`config.mk`:
```
export PLATFORM = sky130hd
export DESIGN_NAME = p_to_s
export DESIGN_NICKNAME = d
export VERILOG_FILES = /design/src/rtl/p_to_s.sv
export SDC_FILE = /design/constraint.sdc
export NUM_CORES = 1
export LEC_CHECK = 0
export ABC_AREA = 1
export CAP_MARGIN = 0
export CORE_UTILIZATION = 40
export DETAILED_ROUTE_END_ITERATION = 12
export PLACE_DENSITY_LB_ADDON = 0.25
export SKIP_CTS_REPAIR_TIMING = 1
export SYNTH_ARGS = -nofsm -noshare
export SYNTH_HDL_FRONTEND = slang
export SYNTH_SLANG_ARGS = --single-unit
```
`constraint.sdc`:
```
create_clock -name clk -period 1.95 [get_ports clk]
set_input_delay 0.585 -clock clk [delete_from_list [all_inputs] [get_ports clk]]
set_output_delay 0.585 -clock clk [all_outputs]
set_load 0.01 [all_outputs]
```
`src/rtl/p_to_s.sv`:
```
// Parallel-to-serial converter: one WIDTH*COUNT frame in, COUNT words out, word 0 first.
// Define P_TO_S_LAST_EN to add the o_last end-of-frame flag.
//
// state | meaning
// IDLE  | no frame held, ready for a new frame
// SHIFT | frame held, emitting word idx (0 .. COUNT-1)
module p_to_s #(
    parameter int WIDTH = 8,
    parameter int COUNT = 4
) (
    input  logic                     clk,
    input  logic                     rst,
    input  logic [WIDTH*COUNT-1:0]   i_data,
    input  logic                     i_valid,
    output logic                     i_ready,
    output logic [WIDTH-1:0]         o_data,
    output logic                     o_valid,
    input  logic                     o_ready
`ifdef P_TO_S_LAST_EN
    ,
    output logic                     o_last
`endif
);

    localparam int IDX_W = (COUNT > 1) ? $clog2(COUNT) : 1;
    localparam logic [IDX_W-1:0] LAST_IDX = IDX_W'(COUNT - 1);

    typedef enum logic {IDLE, SHIFT} state_t;

    state_t                   state;
    logic [IDX_W-1:0]         idx;
    logic [IDX_W-1:0]         idx_nxt;
    logic [WIDTH*COUNT-1:0]   frame;
    logic [WIDTH-1:0]         words [COUNT];
    logic                     at_last;
    logic                     in_xfer;
    logic                     out_xfer;

    for (genvar k = 0; k < COUNT; k++) begin : g_words
        assign words[k] = frame[k*WIDTH +: WIDTH];
    end

    assign idx_nxt  = idx + 1'b1;
    assign at_last  = (state == SHIFT) && (idx == LAST_IDX);
    // A new frame may enter while the last word of the current one leaves.
    assign i_ready  = !rst && ((state == IDLE) || (at_last && o_ready));
    assign in_xfer  = i_valid && i_ready;
    assign out_xfer = o_valid && o_ready;

    always_ff @(posedge clk) begin
        if (rst) begin
            state   <= IDLE;
            idx     <= '0;
            frame   <= '0;
            o_data  <= '0;
            o_valid <= 1'b0;
`ifdef P_TO_S_LAST_EN
            o_last  <= 1'b0;
`endif
        end else if (in_xfer) begin
            state   <= SHIFT;
            idx     <= '0;
            frame   <= i_data;
            o_data  <= i_data[WIDTH-1:0];
            o_valid <= 1'b1;
`ifdef P_TO_S_LAST_EN
            o_last  <= 1'b0;
`endif
        end else if (out_xfer) begin
            if (at_last) begin
                state   <= IDLE;
                idx     <= '0;
                o_valid <= 1'b0;
`ifdef P_TO_S_LAST_EN
                o_last  <= 1'b0;
`endif
            end else begin
                idx     <= idx_nxt;
                o_data  <= words[idx_nxt];
`ifdef P_TO_S_LAST_EN
                o_last  <= (idx_nxt == LAST_IDX);
`endif
            end
        end
    end

endmodule

```
== Word level (Yosys, flattened, before mapping) ==
Index checks and enable logic that the tools add are counted.

* Add/sub/neg operators: 1
* Magnitude comparators: 1
* Equality and inequality tests: 2
* Mux-type cells: 10
* Bitwise gates (word level): 2
* Reduce and logical (&&, ||, !) cells: 12

{| class="wikitable"
|+ Operators by type and width
! operator !! number
|-
| two-way mux 8 bit || 5
|-
| binary-select mux 8 bit (select 2 bit) || 1
|-
| logical AND 1 bit || 5
|-
| AND reduction 2 bit || 2
|-
| nonzero test 2 bit || 2
|-
| >= comparator 3 bit (second input constant) || 1
|-
| two-way mux 1 bit || 3
|-
| inverter 2 -> 3 bit || 1
|-
| adder 2 x 1 -> 2 bit (second input constant) || 1
|-
| == test 2 bit (second input constant) || 1
|-
| two-way mux 2 bit || 1
|-
| != test 2 x 1 -> 1 bit (second input constant) || 1
|-
| OR reduction 2 bit || 1
|-
| zero test 1 bit || 1
|-
| logical OR 1 bit || 1
|-
| inverter 1 bit || 1
|}

* Flip-flop bits (word level): 43
* Input port bits: 36
* Output and inout port bits: 10

== Longest topological paths before layout ==
* Depth in word-level cells: 8
* Mapped depth: 10
* Mapped depth without buffers: 9

== Worst setup path before layout ==
OpenSTA, ideal clock, no wires.

* Kind: input-to-output
* Start point: in o_ready
* End point: out i_ready
* Data arrival time: 1.071 ns
* Path slack: 0.294 ns
* Stages: 3
* Cells stage by stage: nand2_1 -> a21oi_2 -> buf_2

* Longest elaborated chain between the ends: 3

{| class="wikitable"
|+ Ends and longest elaborated chain
! item !! RTL line !! source
|-
| start: declaration || 18 || <nowiki>input logic o_ready</nowiki>
|-
| logical AND 1 bit || 46 || <nowiki>assign i_ready = !rst && ((state == IDLE) || (at_last && o_ready));</nowiki>
|-
| logical OR 1 bit || 46 ||
|-
| logical AND 1 bit || 46 ||
|-
| end: declaration || 15 || <nowiki>output logic i_ready,</nowiki>
|}

No other way between the ends.

== Worst setup path in the final report ==
* Start point: reg idx[1]
* End point: out i_ready

* Longest elaborated chain between the ends: 5

{| class="wikitable"
|+ Ends and longest elaborated chain
! item !! RTL line !! source
|-
| start: declaration || 31 || <nowiki>logic [IDX_W-1:0] idx;</nowiki>
|-
| start signal: assignment || 78 || <nowiki>idx <= idx_nxt;</nowiki>
|-
| == test 2 bit || 44 || <nowiki>assign at_last = (state == SHIFT) && (idx == LAST_IDX);</nowiki>
|-
| logical AND 1 bit || 44 ||
|-
| logical AND 1 bit || 46 ||
|-
| logical OR 1 bit || 46 ||
|-
| logical AND 1 bit || 46 ||
|}

No other way between the ends.

==> run_summary.xml <==
<?xml version="1.0" encoding="UTF-8"?>
<metrics>
  <group name="outcome">
    <metric name="status" unit="">finished clean</metric>
  </group>
  <group name="synth">
    <metric name="netlist-cell-type-count" unit="">17</metric>
    <metric name="postSynthCellCount" unit="">290</metric>
    <metric name="yosys.cell_count.top_type" unit="">sky130_fd_sc_hd__nand3_1</metric>
    <metric name="synth.area.top_cells" unit="">sky130_fd_sc_hd__dfxtp_1 44%, sky130_fd_sc_hd__nand3_1 26%, sky130_fd_sc_hd__nand2_1 16%</metric>
    <metric name="synth_commonest_cells" unit="">104 x sky130_fd_sc_hd__nand3_1, 85 x sky130_fd_sc_hd__nand2_1, 43 x sky130_fd_sc_hd__dfxtp_1</metric>
    <metric name="post_synth.cell_area_avg" unit="um^2">6.81</metric>
    <metric name="sequential_share_of_the_synthesized_area" unit="%">43.6</metric>
    <metric name="async_flop_share" unit="%">0</metric>
    <metric name="number_of_flops_mapped_to_enable_cells_by_yosys" unit="">0</metric>
    <metric name="ys_warn_count" unit="">0</metric>
    <metric name="synth.ff_latch_count" unit="">43</metric>
    <metric name="post-synth-top-area-fraction" unit="%">43.6</metric>
    <metric name="post_synth_instance_area" unit="um^2">1970</metric>
    <metric name="postSynthNetCount" unit="">327</metric>
    <metric name="synthFlopType" unit="">sky130_fd_sc_hd__dfxtp_1</metric>
    <metric name="synthDominantAreaCellType" unit="">sky130_fd_sc_hd__dfxtp_1</metric>
  </group>
  <group name="timing">
    <metric name="setup_violations" unit="">0</metric>
    <metric name="final.period_utilization" unit="%">96.6</metric>
    <metric name="rsz0062_at_grt" unit="">false</metric>
    <metric name="timing_hold_violations_final" unit="">0</metric>
    <metric name="tightest_slew" unit="ns">0.317</metric>
    <metric name="max_clock_freq" unit="GHz">0.531</metric>
    <metric name="fin_clk_skew" unit="ns">0.00810</metric>
    <metric name="max-slew-margin-rel" unit="%">78.8</metric>
    <metric name="fin_crit" unit="ns">1.88</metric>
    <metric name="report.final.slew_viol_count" unit="">0</metric>
  </group>
  <group name="setup_path">
    <metric name="reg2regPathDepth" unit="">8</metric>
    <metric name="cp.arrival" unit="ns">1.30</metric>
    <metric name="crit_required" unit="ns">1.36</metric>
    <metric name="worst_setup_path_end_kind" unit="">primary output</metric>
    <metric name="path_class" unit="">reg -&gt; out</metric>
    <metric name="r2r-start" unit="">idx[1]</metric>
    <metric name="critPathMaxFanout" unit="">3</metric>
    <metric name="critPathMaxStageDelay" unit="ns">0.35</metric>
    <metric name="rr_endpoint" unit="">o_data[2]</metric>
    <metric name="critical_path.startpoint_type" unit="">flop</metric>
    <metric name="ff2ff_setup_slack" unit="ns">0.33</metric>
    <metric name="crit_buf_inv" unit="">1</metric>
    <metric name="critical_path.top_delay_family" unit="">flip-flops</metric>
    <metric name="cpMaxStageDelayCell" unit="">sky130_fd_sc_hd__dfxtp_1</metric>
    <metric name="critical_path.cell_chain" unit="">ha_2 &gt; nand2_2 &gt; a21oi_4 &gt; buf_2</metric>
  </group>
  <group name="clock_network">
    <metric name="ctsRootBufferMaster" unit="">sky130_fd_sc_hd__clkbuf_8</metric>
    <metric name="tritoncts" unit="">yes</metric>
    <metric name="clock_insertion_delay_worst_skew" unit="ns">0.31</metric>
    <metric name="cts.clk_slew.worst_paths" unit="ns">0.09</metric>
    <metric name="ctsHtreeMaxLevel" unit="">2</metric>
    <metric name="cts_max_path_buffers" unit="">2</metric>
    <metric name="numCtsBuffers" unit="">5</metric>
    <metric name="clock_sinks" unit="">43</metric>
  </group>
  <group name="cells_and_area">
    <metric name="final-instance-count-excl-fill" unit="">409</metric>
    <metric name="postLayoutCoreUtil" unit="%">58.0</metric>
    <metric name="nFillCells" unit="">462</metric>
    <metric name="insertedDiodeCount" unit="">0</metric>
    <metric name="nNetsFinal" unit="">378</metric>
    <metric name="layout.cell_area.non_filler" unit="um^2">2740</metric>
    <metric name="fraction_of_final_layout_cells_with_drive_strength_greater_than_1" unit="%">10.5</metric>
    <metric name="areaGrowthSynthToFinish" unit="%">38.7</metric>
  </group>
  <group name="die">
    <metric name="dieWidth" unit="um">72.3</metric>
    <metric name="start_util" unit="%">41.8</metric>
    <metric name="std_cell_rows" unit="">25</metric>
    <metric name="die_extent_in_y" unit="um">72.3</metric>
    <metric name="fp.coreArea" unit="um^2">4720</metric>
    <metric name="dieArea" unit="um^2">5220</metric>
    <metric name="io-pin-count" unit="">46</metric>
  </group>
  <group name="route">
    <metric name="met1_length" unit="um">2170</metric>
    <metric name="vias_per_cell" unit="">4.86</metric>
    <metric name="drt_first_iter_violations" unit="">178</metric>
    <metric name="detailedRoute.firstPassIterationCount" unit="">4</metric>
    <metric name="route.detailed.drc" unit="">0</metric>
    <metric name="maxUsedRoutingLayer" unit="">met4</metric>
    <metric name="total_length_of_routed_met2_wires" unit="um">2320</metric>
    <metric name="drt-total-wl" unit="um">4890</metric>
    <metric name="vias" unit="">1989</metric>
    <metric name="wire_length_per_cell_after_detailed_routing" unit="um">12.0</metric>
    <metric name="route.antenna.remaining_nets" unit="">0</metric>
    <metric name="routed-wl-met3" unit="um">350</metric>
  </group>
  <group name="power">
    <metric name="internal-power" unit="W">0.00157</metric>
    <metric name="total_leakage_power" unit="nW">1.29</metric>
    <metric name="switching_share" unit="%">25.6</metric>
    <metric name="power.combinational.fraction" unit="%">18.9</metric>
    <metric name="power" unit="W">0.00211</metric>
    <metric name="portion_of_total_power_attributed_to_sequential_cells" unit="%">46.6</metric>
    <metric name="vdd_drop_max" unit="uV">410</metric>
    <metric name="power_density" unit="nW/um^2">769</metric>
    <metric name="p_clk_share" unit="%">34.5</metric>
    <metric name="total_switching_power" unit="W">0.000538</metric>
  </group>
  <group name="grt">
    <metric name="global_route.usage.total" unit="%">20.6</metric>
    <metric name="initial_antenna_violation_count" unit="">0</metric>
    <metric name="grt_start_max_net_pins" unit="">32</metric>
    <metric name="gr-total-overflow" unit="">0</metric>
    <metric name="first_global_vias" unit="">1763</metric>
    <metric name="grt_pass1_wl" unit="um">8130</metric>
  </group>
  <group name="hold_path">
    <metric name="hold_start" unit="">frame[16]</metric>
    <metric name="timing.hold.worst.class" unit="">reg -&gt; reg</metric>
    <metric name="hold-path-endpoint" unit="">frame[16]</metric>
    <metric name="worst_hold_path.num_cells" unit="">2</metric>
  </group>
  <group name="placed_design">
    <metric name="detailed_place.area" unit="um^2">2610</metric>
    <metric name="dpl.hpwl" unit="um">3470</metric>
    <metric name="place_inst" unit="">401</metric>
    <metric name="port-buffer-count" unit="">45</metric>
    <metric name="gp_routability_congestion" unit="">0.791</metric>
  </group>
  <group name="flow_run">
    <metric name="cap_violations" unit="">0</metric>
  </group>
</metrics>
==> worst min-delay path: cells and delay by family (launching register included) <==
family | cells | cell delay (ns)
flops | 1 | 0.32
simple gates | 2 | 0.11
==> state kept, by name, indices dropped and copies added, names as in the netlist <==
name / flops
state: 1
o_data: 8
idx: 2
frame: 32
==> per-layer routing <==
metal,GRT usage [%],up-vias
li1,-,1045
met3,5.56,6
met2,32.8,64
met5,0,-
met4,5.88,0
met1,27.5,874
==> per-stage QoR <==
| step | hold WS, ns | setup WS, ns | setup TNS, ns |
|---|---|---|---|
| 2_1_floorplan | 0.443 | 0.294 | 0 |
| 3_3_place_gp | 0.451 | -0.626 | -4.95 |
| 3_5_place_dp | 0.457 | -0.618 | -5.23 |
| 4_1_cts | 0.468 | -0.633 | -0.633 |
| 5_1_grt | 0.479 | 0.00110 | 0 |
| 6_report | 0.467 | 0.0667 | 0 |
==> power groups by stage <==
| stage | registers [W] | clock network, W | logic, W |
|---|---|---|---|
| 5_1_grt | 0.000989 | 0.000772 | 0.000443 |
| 6_report | 0.000981 | 0.000726 | 0.000398 |
| 4_1_cts | 0.000981 | 0.000739 | 0.000402 |
| 3_3_place_gp | 0.000999 | 0 | 0.000396 |
| 2_1_floorplan | 0.00100 | 0 | 0.000202 |
| 3_5_place_dp | 0.00100 | 0 | 0.000400 |
==> how the worst max path moves through the flow <==
stage / from / endpoint / slack, ns / cells after the start
2_1_floorplan: o_ready / i_ready / 0.29 / 3
5_1_grt: idx[1] / i_ready / 0.001 / 4
4_1_cts: o_ready / i_ready / -0.63 / 4
3_3_place_gp: o_ready / i_ready / -0.63 / 4
3_5_place_dp: o_ready / i_ready / -0.62 / 4
6_report: idx[1] / i_ready / 0.07 / 4
==> final cells by class <==
| type | count | area, um^2 | area share [%] |
|---|---|---|---|
| Multi-Input combinational cell | 199 | 923 | 33.7 |
| Sequential cell | 43 | 861 | 31.4 |
| Timing Repair Buffer | 65 | 651 | 23.8 |
| Inverter | 27 | 101 | 3.70 |
| Tap cell | 67 | 83.8 | 3.06 |
| Clock buffer | 6 | 82.6 | 3.02 |
| Clock inverter | 2 | 35.0 | 1.28 |
==> cells in the final DEF (no fill, tap or decap) <==
cell and count:
sky130_fd_sc_hd__a211oi_2 1, sky130_fd_sc_hd__nor2_1 3, sky130_fd_sc_hd__clkdlybuf4s50_1 42, sky130_fd_sc_hd__or2_1 1
sky130_fd_sc_hd__nand2_1 84, sky130_fd_sc_hd__nand2_2 1, sky130_fd_sc_hd__inv_1 16, sky130_fd_sc_hd__buf_12 4
sky130_fd_sc_hd__clkinv_2 1, sky130_fd_sc_hd__a21oi_4 1, sky130_fd_sc_hd__clkinv_1 9, sky130_fd_sc_hd__inv_2 2
sky130_fd_sc_hd__buf_2 1, sky130_fd_sc_hd__bufinv_16 1, sky130_fd_sc_hd__ha_2 1, sky130_fd_sc_hd__dfxtp_1 43
sky130_fd_sc_hd__clkbuf_8 6, sky130_fd_sc_hd__nand3_2 1, sky130_fd_sc_hd__nand3_1 104, sky130_fd_sc_hd__a21oi_1 2
sky130_fd_sc_hd__dlymetal6s2s_1 2, sky130_fd_sc_hd__buf_4 16
==> logic make-up after synthesis <==
group / count (synthesis) / share of synthesized area [%]
AND/OR/NAND/NOR: 194 / 43.9
flip-flops: 43 / 43.6
adder cells (fa/ha/maj): 1 / 0.634
AO/OA/AOI/OAI: 4 / 1.58
buffers and inverters: 48 / 10.3
Power figures use the tool's default switching activity.
